[config.mk]
export PLATFORM = sky130hd
export DESIGN_NAME = csr_gpio
export DESIGN_NICKNAME = d
export VERILOG_FILES = /design/src/rtl/csr_gpio_pkg.sv /design/src/rtl/csr_gpio_edge_sync.sv /design/src/rtl/csr_gpio.sv
export SDC_FILE = /design/constraint.sdc
export NUM_CORES = 1
export LEC_CHECK = 0
export BUFFER_PORTS_ARGS = -buffer_cell sky130_fd_sc_hd__buf_2
export CAP_MARGIN = 0
export CORE_AREA = 3 3 81 83
export DETAILED_ROUTE_END_ITERATION = 8
export DIE_AREA = 0 0 84 86
export PLACE_DENSITY_LB_ADDON = 0.15
export SYNTH_ARGS = -nofsm -noshare
export SYNTH_HDL_FRONTEND = slang
export SYNTH_HIERARCHICAL = 1
export SYNTH_SLANG_ARGS = --single-unit
export TNS_END_PERCENT = 30
[constraint.sdc]
create_clock -name clk -period 1.45 [get_ports clk]
set_input_delay 0.145 -clock clk [delete_from_list [all_inputs] [get_ports clk]]
set_output_delay 0.145 -clock clk [all_outputs]
set_load 0.03 [all_outputs]
[src/rtl/csr_gpio_pkg.sv]
// csr_gpio_pkg: CSR op encodings, register offsets and edge-mode codes for csr_gpio
package csr_gpio_pkg;
  typedef enum logic [1:0] {
    OP_NONE  = 2'b00,
    OP_WRITE = 2'b01,
    OP_SET   = 2'b10,
    OP_CLEAR = 2'b11
  } csr_op_e;
  typedef enum logic [1:0] {
    REG_OUT  = 2'd0,
    REG_IN   = 2'd1,
    REG_EN   = 2'd2,
    REG_PEND = 2'd3
  } csr_reg_e;
  localparam logic [1:0] EDGE_NONE = 2'b00;
  localparam logic [1:0] EDGE_RISE = 2'b01;
  localparam logic [1:0] EDGE_FALL = 2'b10;
  localparam logic [1:0] EDGE_BOTH = 2'b11;
  localparam logic [11:0] NUM_REGS = 12'd4;
  function automatic logic [31:0] csr_apply(input csr_op_e op, input logic [31:0] cur, input logic [31:0] wd);
    return op == OP_WRITE ? wd : op == OP_SET ? cur | wd : op == OP_CLEAR ? cur & ~wd : cur;
  endfunction
endpackage

[src/rtl/csr_gpio_edge_sync.sv]
// gpio_edge_sync: two-flop input synchroniser plus delayed copy for edge detection
module gpio_edge_sync
  import csr_gpio_pkg::*;
#(
  parameter int         WIDTH     = 8,
  parameter logic [1:0] EDGE_MODE = EDGE_RISE
) (
  input  logic             clk,
  input  logic             rst,
  input  logic [WIDTH-1:0] gpio_i,
  output logic [WIDTH-1:0] sync_o,
  output logic [WIDTH-1:0] edge_o
);
  localparam logic RISE = (EDGE_MODE & EDGE_RISE) != EDGE_NONE;
  localparam logic FALL = (EDGE_MODE & EDGE_FALL) != EDGE_NONE;
  logic [WIDTH-1:0] s1_q, s2_q, prev_q;
  always_ff @(posedge clk) begin
    if (rst) begin
      s1_q   <= '0;
      s2_q   <= '0;
      prev_q <= '0;
    end else begin
      s1_q   <= gpio_i;
      s2_q   <= s1_q;
      prev_q <= s2_q;
    end
  end
  assign sync_o = s2_q;
  assign edge_o = ({WIDTH{RISE}} & s2_q & ~prev_q) | ({WIDTH{FALL}} & ~s2_q & prev_q);
endmodule

[src/rtl/csr_gpio.sv]
// csr_gpio: CSR-mapped GPIO block with OUT/IN/EN/PEND registers and edge-triggered irq
module csr_gpio
  import csr_gpio_pkg::*;
#(
  parameter int          WIDTH     = 8,
  parameter logic [11:0] BASE_ADDR = 12'h7c1,
  parameter logic [31:0] OUT_RESET = 32'h81,
  parameter logic [1:0]  EDGE_MODE = EDGE_RISE
) (
  input  logic             clk,
  input  logic             rst,
  input  logic             read,
  input  logic [1:0]       modify,
  input  logic [31:0]      wdata,
  input  logic [11:0]      addr,
  output logic [31:0]      rdata,
  output logic             valid,
  input  logic [WIDTH-1:0] gpio_in,
  output logic [WIDTH-1:0] gpio_out,
  output logic             irq
);
  logic [11:0]      off;
  logic             hit;
  csr_op_e          op;
  csr_reg_e         sel;
  logic [WIDTH-1:0] w, in_s, edge_s, rsel;
  logic [WIDTH-1:0] out_q, out_d, en_q, en_d, pend_q, pend_d;
  logic [31:0]      rdata_q;
  logic             valid_q, irq_q;
  logic             unused_ok;
  gpio_edge_sync #(.WIDTH(WIDTH), .EDGE_MODE(EDGE_MODE)) u_sync (
    .clk   (clk),
    .rst   (rst),
    .gpio_i(gpio_in),
    .sync_o(in_s),
    .edge_o(edge_s)
  );
  // 12-bit subtraction: an address below BASE_ADDR wraps high and misses
  assign off       = addr - BASE_ADDR;
  assign hit       = off < NUM_REGS;
  assign sel       = csr_reg_e'(off[1:0]);
  assign op        = csr_op_e'(modify);
  assign w         = wdata[WIDTH-1:0];
  assign unused_ok = ^{read, wdata};
  always_comb begin
    rsel   = sel == REG_OUT ? out_q : sel == REG_IN ? in_s : sel == REG_EN ? en_q : pend_q;
    out_d  = hit && sel == REG_OUT ? WIDTH'(csr_apply(op, 32'(out_q), 32'(w))) : out_q;
    en_d   = hit && sel == REG_EN ? WIDTH'(csr_apply(op, 32'(en_q), 32'(w))) : en_q;
    // write and clear both acknowledge; a same-cycle edge still sets the bit
    pend_d = (hit && sel == REG_PEND && op != OP_NONE ?
              (op == OP_SET ? pend_q | w : pend_q & ~w) : pend_q) | edge_s;
  end
  always_ff @(posedge clk) begin
    if (rst) begin
      out_q   <= WIDTH'(OUT_RESET);
      en_q    <= '0;
      pend_q  <= '0;
      rdata_q <= '0;
      valid_q <= 1'b0;
      irq_q   <= 1'b0;
    end else begin
      out_q   <= out_d;
      en_q    <= en_d;
      pend_q  <= pend_d;
      rdata_q <= hit ? 32'(rsel) : '0;
      valid_q <= hit;
      irq_q   <= |(pend_q & en_q);
    end
  end
  assign rdata    = rdata_q;
  assign valid    = valid_q;
  assign gpio_out = out_q;
  assign irq      = irq_q;
endmodule

; Word-level counts from Yosys, hierarchy flattened
; Index checks and enable logic that the tools add are counted.
[totals]
register_bits = 82
input_bits = 57
output_inout_bits = 42
word_cells = 53
[op_classes]
n_addsub = 1
n_lt_le_gt_ge = 1
n_eq_ne = 6
muxes = 11
n_bitwise = 13
n_reduce_logical = 11
[ops]
columns = operator, n
row1 = two-way mux 8 bit, 11
row2 = bitwise AND 8 bit, 5
row3 = OR 8 bit, 4
row4 = inverter 8 bit, 3
row5 = less-than comparator 12 x 3 -> 1 bit (second input constant), 1
row6 = subtractor 12 x 11 -> 12 bit (second input constant), 1
row7 = == test 2 bit (second input constant), 4
row8 = OR reduction 8 bit, 1
row9 = == test 2 x 1 -> 1 bit (second input constant), 2
row10 = logical AND 1 bit, 4
row11 = AND reduction 2 bit, 2
row12 = nonzero test 3 bit, 1
row13 = logical NOT 2 bit, 1
row14 = nonzero test 2 bit, 1
row15 = OR reduction 2 bit, 1
row16 = inverter 1 bit, 1

; Longest topological paths before layout
[depth]
depth_word = 6
depth_mapped = 5
ltp_nobuf = 4

; Hierarchy
; The synthesis kept the hierarchy.
[by_module_without_submodules]
columns = mod, n_inst, cells_each, area_each_um2, seq_area_each_um2
row1 = csr_gpio, 1, 193, 1859.3, 680.7
row2 = gpio_edge_sync, 1, 58, 743.2, 480.5

; Worst setup path before layout
; OpenSTA, ideal clock, no wires.
[synth_timing]
path_type = input to register
startpoint = input port addr[11]
endpoint = register with a tool-made name
setup_ns = 0.117
arrival_ns = 1.445
t_required_ns = 1.333
slack_ns = -0.112
path_stages = 4
n_path_buf = 0
cell_sequence = or4b_4 -> nor4_4 -> o21ai_0 -> a32o_1
[synth_rtl]
columns = item, line_no
row1 = start: declaration, csr_gpio.sv:15  ; input logic [11:0] addr,

; Final worst setup path
[layout_timing]
startpoint = input port addr[11]
endpoint = register pend_q[6]
[layout_between]
elab_chain_cells = 6
[layout_lines]
columns = item, line_no
row1 = subtractor 12 x 11 -> 12 bit, csr_gpio.sv:39  ; assign off = addr - BASE_ADDR;
row2 = less-than comparator 12 x 3 -> 1 bit, csr_gpio.sv:40  ; assign hit = off < NUM_REGS;
row3 = logical AND 1 bit (2 in a row), csr_gpio.sv:50  ; pend_d = (hit && sel == REG_PEND && op != OP_NONE ?
row4 = two-way mux 8 bit, csr_gpio.sv:50
row5 = OR 8 bit, csr_gpio.sv:51  ; (op == OP_SET ? pend_q | w : pend_q & ~w) : pend_q) | edge_s;
row6 = end signal: assignment, csr_gpio.sv:64  ; pend_q <= pend_d;
row7 = end: declaration, csr_gpio.sv:27  ; logic [WIDTH-1:0] out_q, out_d, en_q, en_d, pend_q, pend_d;
; No other way between the ends.
; A chain may end at the register's enable or synchronous reset.

==> results by group <==
Routing
  • Total Wirelength: ~5700 um
  • DR WL/cell: 14.3 um
  • Post-route ant nets: 0
  • Vias: 1984
  • Pre-antenna DRT Iters: 4
  • DRC errors left: 0
  • DR iter-0 viols: around 140
  • Vias per inst: 4.96

STA
  • RSZ-0062 raised after global routing: no
  • Pins Over Slew Limit: 0
  • Fin crit share: 91.5%
  • Setup violators final: 0
  • Final setup TNS: 0 ns
  • Hold Fails Final Rpt: 0
  • Max Clk Rate: ~750 MHz
  • Fin Hold WS: 0.0192 ns
  • Minimum clock period: 1.33 ns
  • Worst Skew: 0.00865 ns

Placement
  • GPL Wtd Cong: around 0.79
  • Final HPWL DP: 4210 um
  • IO buf count: 49

Power and ir drop
  • Clk pwr share: 45.3%
  • Leakage Power: about 1.4 nW
  • Power Internal: 2.82 mW
  • PwrDens: 1160 nW/um^2
  • Peak supply drop: 0.614 mV
  • Comb pwr share: 9.4%
  • Tot Pwr: 3.67 mW
  • Sequential share of power: 45.3%
  • Net Sw Power: between 0.8 and 0.9 mW
  • Sw frac: 23.0%

Critical path
  • WP data arrival: 1.58 ns
  • Startpoint Class: input port
  • Setup crit end kind: flop
  • Depth of the most critical reg-to-reg path: 2
  • CP max FO: 5
  • CP max stage delay: 0.57 ns
  • Critical path startpoint: addr[11]
  • CP Cell Sequence: buf_2 > or4b_4 > nor3_4 > nand4_1 > buf_4 > o221ai_1
  • Crit path kind: in2reg
  • Critical-path top delay cell: or4b_4
  • Worst Path Required: ~1.7 ns

Logic synthesis
  • Post-synth ARST share: 0%
  • Cells after Synth: between 200 and 300
  • Sequential area share after synthesis: 44.6%
  • Synth warnings: 6
  • Largest family of logic cells by synthesized area: simple AND/OR/NAND/NOR gates
  • Mean Syn Cell Area: just over 10 um^2
  • Synth Area in Simple Gates: 20.5%
  • Synth area leader: dfxtp_1
  • Post-synthesis xor/xnor area fraction: 0%
  • Adder-Cell Fraction of Synth Area: 0%
  • Post-synthesis mux area share: 6.92%
  • Post-synth EDFFs: 0
  • Top post-synthesis cells by area: dfxtp_1 45%, buf_4 6.9%, mux4_2 6.9%
  • Syn Std Cell Area: between 2000 and 3000 um^2
  • Yosys reg bits: 58
  • Synth top area share: 44.6%
  • Distinct cells, synth: 36
  • Compound-gate portion of the synthesized area: 15.6%
  • Top_reg_cell synth: dfxtp_1

Layout
  • Antenna Cells: 0
  • Commonest non-fill, non-tap cell in the layout: dfxtp_1
  • Commonest cells after routing, fill and taps aside: 58 x dfxtp_1, 49 x buf_2, 24 x nor2b_1, 24 x o21ai_0, 24 x conb_1
  • Fillers: 556
  • Nets: between 300 and 400
  • Share of cells above drive strength 1: approximately a third
  • P&R area growth vs syn: 21.4%

Global route
  • M1 GR Usage: between 20% and 30%
  • Met2 Use GR: 27.0%
  • First-pass GRT wire length: approximately 9400 um
  • Busiest grt layer: met2
  • Initial antenna violation count: 0
  • Vias in the first global route: 1885
  • Grt ovf: 0
  • M3 GR Usage: around 6.1%
  • Largest net degree at the start of global routing: 24
  • GRT Util Overall: 16.9%

Clock network
  • Postcts setup bufs: 0
  • Root Buffer Master: clkbuf_8
  • CTS Buf Count: 9
  • Max clock buf depth: 2
  • # clock sinks: a little under 60
  • CTS clk-pin slew, worst paths: 0.07 ns
  • Resize count post-CTS: 0
  • Depth of the CTS H-tree: 3
  • CTS tree: built
  • Hold buffers post-CTS: 0
  • Worst-skew pair later-pin latency: 0.33 ns

Hold path
  • Hold Path Depth: 2
  • Hold/Removal Path Class: in2reg
  • Hold Startpoint: gpio_in[5]

Flow run
  • Maxcap violations: 0

Run status
  • Status: finished, final reports clean

Floorplanning
  • Die span in x: around 84 um
  • IO Pins: 99
  • Row count: 28
  • Starting density of the core: around 44%
  • Core box area: 5920 um^2
  • Die ar.: 7220 um^2
  • Die Y: 86 um
-- power by group through the flow --
stage	registers [mW]	clock network, mW	logic (mW)
floorplan	1.69	0	0.286
global placement	1.70	0	0.341
detailed placement	1.70	0	0.344
CTS	1.66	1.70	0.345
global route	1.67	1.77	0.377
finish	1.66	1.66	0.344
-- cell type report --
| type | count | area (um^2) | area share [%] |
|---|---|---|---|
| timing repair buffer | 68 | 400 | 12.7 |
| multi-input combinational | 164 | 1210 | 38.3 |
| clock buffer | 13 | 159 | 5.03 |
| tap | 75 | 93.8 | 2.97 |
| inverter | 20 | 75.1 | 2.38 |
| sequential | 58 | 1160 | 36.7 |
| clock inverter | 2 | 60.1 | 1.90 |
-- per-layer routing --
layer / vias up / wire length (um)
met2: 58 / 2820
met5: - / 0
met4: 0 / 29
li1: 984 / -
met3: 4 / 317
met1: 938 / 2570
-- final timing paths --
kind,to,slack [ns]
hold reg to reg,u_sync/sync_o[7],0.42
setup / recovery,pend_q[6],0.12
hold / removal,u_sync/s1_q[5],0.02
setup reg to reg,rdata[4],0.39
-- worst max-delay path: cells and delay by family --
kind,cells,cell delay (ns)
simple gates,3,0.94
buf+inv,2,0.32
compound gates,1,0.17
-- cell usage after synthesis, types with 4 or more instances --
master / n
o221ai_1: 8
nand3_1: 6
mux4_2: 8
dfxtp_1: 58
nor2b_1: 24
buf_4: 24
nor2b_2: 14
inv_1: 20
buf_6: 4
a32o_1: 12
a22oi_1: 4
nor2_1: 13
and2b_1: 6
o21ai_0: 24
-- kinds of logic (layout without fill, tap and decap cells) --
kind of cell	Yosys count	in the layout
other	1	24
flip-flops	58	58
AO/OA/AOI/OAI	56	56
buffers and inverters	52	103
AND/OR/NAND/NOR	76	76
multiplexers	8	8
-- metrics by stage --
step / cells / worst slack [ns] / utilization (%) / instance area [um^2]
6_report: 400 / 0.123 / 53.4 / 3160
5_1_grt: 400 / 0.0518 / 53.4 / 3160
3_5_place_dp: 385 / -0.249 / 49.7 / 2940
3_3_place_gp: 385 / -0.214 / 49.7 / 2940
4_1_cts: 400 / 0.109 / 53.4 / 3160
2_1_floorplan: 274 / -0.0264 / - / 2690
(Power assumes the default switching activity.)
